**src/rtl/wb_commit_stage.sv**
```systemverilog
// Write-back / commit stage.
// Registers one retiring instruction per cycle from MEM, issues the register
// file write, and produces the difftest qualifiers (commit pulse, skip flag,
// interrupt number). It counts retired instructions and freezes the pipeline
// once the simulation-trap instruction has retired.
//
// Ports:
//   clk, rst            clock, synchronous active-low reset
//   i_mem_valid         MEM stage presents an instruction
//   o_mem_ready         stage can accept (RUN state)
//   i_pc/i_inst         PC and instruction word of the presented slot
//   i_rd/i_rd_wen/i_rd_wdata   destination write request
//   i_mem_access/i_mem_addr    load/store flag and effective address
//   i_intrNo            nonzero: interrupt taken on this slot
//   o_rd/o_rd_wen/o_rd_wdata   register file write port
//   o_pc/o_inst         registered PC and instruction
//   o_cmtvalid          one-cycle pulse per retired instruction
//   o_skipcmt           difftest must skip comparison for this commit
//   o_intrNo            registered interrupt number (one cycle)
//   o_halted            trap retired, pipeline frozen
//   o_instret           retired-instruction count
module wb_commit_stage #(
    parameter logic [63:0] MMIO_TOP    = 64'h0000_0000_8000_0000,
    parameter logic [6:0]  TRAP_OPCODE = 7'h6b
) (
    input  logic        clk,
    input  logic        rst,
    input  logic        i_mem_valid,
    output logic        o_mem_ready,
    input  logic [63:0] i_pc,
    input  logic [31:0] i_inst,
    input  logic [4:0]  i_rd,
    input  logic        i_rd_wen,
    input  logic [63:0] i_rd_wdata,
    input  logic        i_mem_access,
    input  logic [63:0] i_mem_addr,
    input  logic [31:0] i_intrNo,
    output logic [4:0]  o_rd,
    output logic        o_rd_wen,
    output logic [63:0] o_rd_wdata,
    output logic [63:0] o_pc,
    output logic [31:0] o_inst,
    output logic        o_cmtvalid,
    output logic        o_skipcmt,
    output logic [31:0] o_intrNo,
    output logic        o_halted,
    output logic [63:0] o_instret
);

    localparam int unsigned XLEN = 64;
    localparam logic [6:0]  SYSTEM_OPCODE = 7'h73;
    localparam logic [11:0] CSR_MCYCLE = 12'hB00;
    localparam logic [11:0] CSR_CYCLE  = 12'hC00;
    localparam logic [11:0] CSR_MIP    = 12'h344;

    typedef enum logic {
        RUN  = 1'b0,
        HALT = 1'b1
    } state_t;

    state_t state;
    state_t state_next;
    logic   accept;
    logic   normal;
    logic   mmio_hit;
    logic   csr_hit;
    logic   skip;

    // Next-state and slot classification.
    always_comb begin
        state_next = state;
        accept     = i_mem_valid && (state == RUN);
        normal     = accept && (i_intrNo == 32'd0);
        mmio_hit   = i_mem_access && (i_mem_addr < MMIO_TOP);
        // Counter/interrupt-pending CSR reads are nondeterministic against the reference model.
        csr_hit    = (i_inst[6:0] == SYSTEM_OPCODE) && (i_inst[14:12] != 3'd0) &&
                     ((i_inst[31:20] == CSR_MCYCLE) || (i_inst[31:20] == CSR_CYCLE) ||
                      (i_inst[31:20] == CSR_MIP));
        skip       = normal && (mmio_hit || csr_hit);
        // Halt lands on the same edge that registers the trap's commit.
        if (normal && (i_inst[6:0] == TRAP_OPCODE)) begin
            state_next = HALT;
        end
    end

    // State and output registers.
    always_ff @(posedge clk) begin
        if (!rst) begin
            state      <= RUN;
            o_rd       <= 5'd0;
            o_rd_wen   <= 1'b0;
            o_rd_wdata <= 64'd0;
            o_pc       <= 64'd0;
            o_inst     <= 32'd0;
            o_cmtvalid <= 1'b0;
            o_skipcmt  <= 1'b0;
            o_intrNo   <= 32'd0;
            o_instret  <= 64'd0;
        end else begin
            state      <= state_next;
            o_cmtvalid <= normal;
            o_rd_wen   <= normal && i_rd_wen && (i_rd != 5'd0);
            o_skipcmt  <= skip;
            o_intrNo   <= accept ? i_intrNo : 32'd0;
            if (accept) begin
                o_pc       <= i_pc;
                o_inst     <= i_inst;
                o_rd       <= i_rd;
                o_rd_wdata <= i_rd_wdata;
            end
            if (normal) begin
                o_instret <= o_instret + XLEN'(1);
            end
        end
    end

    assign o_mem_ready = (state == RUN);
    assign o_halted    = (state == HALT);

endmodule

```
**config.mk**
```make
export PLATFORM = sky130hd
export DESIGN_NAME = wb_commit_stage
export DESIGN_NICKNAME = d
export VERILOG_FILES = /design/src/rtl/wb_commit_stage.sv
export SDC_FILE = /design/constraint.sdc
export NUM_CORES = 1
export LEC_CHECK = 0
export CAP_MARGIN = 10
export CORE_MARGIN = 10
export CORE_UTILIZATION = 29
export CTS_CLUSTER_DIAMETER = 100
export DETAILED_ROUTE_END_ITERATION = 10
export HOLD_SLACK_MARGIN = 0.02
export SLEW_MARGIN = 40
export SYNTH_ARGS = -nofsm -noshare
export SYNTH_HDL_FRONTEND = slang
export SYNTH_SLANG_ARGS = --single-unit
```
**constraint.sdc**
```tcl
create_clock -name clk -period 2.95 [get_ports clk]
set_input_delay 0.295 -clock clk [delete_from_list [all_inputs] [get_ports clk]]
set_output_delay 0.295 -clock clk [all_outputs]
set_load 0.1 [all_outputs]
```
==> flow_metrics.tcl <==
set metrics [dict create \
    ys_seq_area_share_pct 51.7 \
    status "finished, final reports clean" \
    post_cts.resized_instances 0 \
    dp.final_hpwl_mm 34.4 \
    cp_data_arrival_time_ns 2.95 \
    numCtsBuffers 31 \
    io_buffer_count 500 \
    via_count 10946 \
    slowest_stage "nor4_4" \
    p_total_mw 9.39 \
    worstMarginPinSlew_ns 0.672 \
    syn-cell-area_sq_um 10300 \
    final-hold-violation-count 0 \
    vias_per_cell 4.93 \
    grt_usage_pct 19.4 \
    max_stage_delay_ns 0.58 \
    grt-ovfl-total 0 \
    wl_per_cell_um 20.0 \
    drive_gt1_share_pct 20.4 \
    critPathCaptureType "flop" \
    ys_types 46 \
    hp-start "i_rd_wdata[34]" \
    drv_cap 0 \
    cts.sinks 265 \
    synthArstFlopShare_pct 0 \
    row_count 68 \
    initialDrtViolationCount 673 \
    syn-num-nets 1529 \
    syn_to_final_growth_pct 57.0 \
    slew_headroom_pct 55.2 \
    grt_max_degree 132 \
    clk_pin_slew_ns 0.06 \
    path_cells "nand4_2, nor4_4, nand4_1, or4_1, a21oi_1" \
    tns_ns 0 \
    htree_levels 1 \
    timing.rr.end "o_instret[53]$_SDFFE_PN0P_" \
    fillers 3449 \
    multi_input_area_sq_um 4570 \
    cp_max_fo 8 \
    min_to "o_rd_wdata[34]$_SDFFE_PN0P_" \
    grt_pass1_wl_mm 66.9 \
    fmax_mhz 408 \
    grt_pass1_vias 10920 \
    cts_tree "built" \
    antenna_left 0 \
    place_area_sq_um 15200 \
    clock_tree.root_cell "clkbuf_16" \
    reg2reg_depth 5 \
    required_ns 3.44 \
    synthCells 1262 \
    gp_congestion 0.870 \
    clock_path_buffers 3 \
    drc 0 \
    wirelength_mm 44.4 \
    synth_edf_count 0 \
    ir_drop_uv 445 \
    final_nets 2010 \
    area.sequential_sq_um 5310 \
    setup_viol 0 \
    slew_viol_final 0 \
    pin_count 532 \
    fin_crit_sh_pct 83.2 \
    fin_skew_ns 0.0100 \
    die_h_um 208 \
    dieArea_sq_um 43300 \
    p_per_area_nw_per_um2 582 \
    synth_seq_cells 265 \
    syn_area_per_cell_sq_um 8.14 \
    worst_setup_path_start_kind "flop" \
    min_path_cells 3 \
    dr.pass1.iters 7 \
    post-route-min-period_ns 2.45 \
    worstReg2RegStart "o_instret[19]$_SDFFE_PN0P_" \
    yosysWarnings 0 \
    cts_hold_buf 0 \
    fin_area_sq_um 16100 \
    insertion_delay_ns 0.56 \
    post-cts-setup-buffers 0 \
    die_x_um 208 \
    rsz0062_at_grt "false" \
    core_sq_um 34700 \
    antenna_found_initial 6 \
    path_class "flop to flop" \
    leakagePower_nw 6.47 \
    start_util_pct 29.6 \
    synthFlopType "dfxtp_1" \
    hp-class "input port to flop" \
    reg2reg_slack_ns 0.50 \
]
-- report_power, final --
| part | total, mW | switching [mW] | internal [mW] |
|---|---|---|---|
| sequential | 3.79 | 0.0698 | 3.73 |
| combinational | 1.98 | 1.43 | 0.554 |
| clock | 3.61 | 1.49 | 2.12 |
-- per-layer routing --
metal	share of wire, %	vias up	GRT usage, %
li1	-	5365	-
met1	40	5113	22.4
met2	48	392	32.5
met3	9.6	70	7.29
met4	2.9	6	6.10
met5	0.092	-	0
-- cells in the mapped netlist (all sizes together) (3+ instances only) --
library cell	instances	share of area, %
nor4	29	1.9
xnor2	5	0.43
nand3	30	1.5
o41ai	6	0.51
mux2i	3	0.29
or4	39	2.9
nand2	372	14
nand2b	5	0.30
o31ai	38	2.8
or3	11	0.78
buf	13	0.65
or4b	3	0.29
nand4	35	2.6
inv	18	0.66
a21oi	220	11
and3	36	2.2
o21ai	10	0.49
dfxtp	265	52
clkbuf	71	2.6
and4	5	0.43
nor3	11	0.58
nor2	17	0.62
-- critical path, delay by kind of cell (launching register included) --
kind	cells	cell delay, ns
AND/OR/NAND/NOR	4	1.76
flip-flops	1	0.47
AO/OA/AOI/OAI	1	0.15
-- state kept, by name, indices dropped and copies added, names as in the netlist --
register and count:
o_intrNo 32, o_cmtvalid 1, o_halted 1, o_inst 32, o_skipcmt 1, o_pc 64, o_rd_wdata 64, o_instret 64
o_rd_wen 1, o_rd 5
-- metrics by stage --
stage	util [%]	hold slack [ns]	setup WS, ns	cells
after floorplan	-	0.431	0.0505	1262
after global placement	43.7	0.442	0.101	2165
after detailed placement	43.7	0.447	0.0759	2165
after CTS	46.4	0.245	0.502	2217
after global routing	46.4	0.264	0.247	2218
final	46.5	0.279	0.496	2220
-- final cells by class --
cell class,count,share of cell area (%)
clock buffer,45,5.45
timing repair buffer,533,28.9
multi-input combinational,894,28.3
antenna,3,0.0465
clock inverter,7,0.388
inverter,18,0.450
sequential,265,32.9
tap,455,3.53
-- layout by cell type (no fill, tap or decap), types with 3 or more instances in the layout --
master           instances
nand4_1                 31
or4_2                    3
dfxtp_1                265
buf_4                  293
o31ai_1                 38
buf_12                   6
mux2i_1                  3
nor3_1                  10
and3_1                  36
nand2_1                371
diode_2                  3
and4_1                   5
or3_1                    8
nor2_1                  17
nand3_1                 30
nand2b_1                 5
clkbuf_16               31
nor4_1                  28
inv_1                   17
xnor2_1                  5
clkbuf_8                 5
clkdlybuf4s50_1        234
o41ai_1                  6
a21oi_1                220
clkbuf_1                 9
or4_1                   36
nand4_4                  3
o21ai_0                 10
clkinv_2                 5
-- worst max path at each step --
stage / start / endpoint
global route: o_instret[19]$_SDFFE_PN0P_ / o_instret[40]$_SDFFE_PN0P_
global placement: i_intrNo[0] / o_halted$_SDFFE_PN0P_
floorplan: o_instret[12]$_SDFFE_PN0P_ / o_instret[30]$_SDFFE_PN0P_
CTS: o_instret[19]$_SDFFE_PN0P_ / o_instret[53]$_SDFFE_PN0P_
detailed placement: i_intrNo[0] / o_halted$_SDFFE_PN0P_
finish: o_instret[19]$_SDFFE_PN0P_ / o_instret[53]$_SDFFE_PN0P_
-- logic make-up (layout without fill, tap and decap cells) --
family / Yosys count / after routing / synth area share [%]
adders and majority gates: 1 / 1 / 0.122
AOI/OAI and AO/OA: 280 / 280 / 15.0
muxes: 3 / 3 / 0.292
and+or+nand+nor: 604 / 604 / 28.5
other: 0 / 3 / 0
DFF: 265 / 265 / 51.7
buffers and inverters: 103 / 603 / 4.00
xor gates and xnor gates: 6 / 6 / 0.512
(Power assumes the default switching activity.)
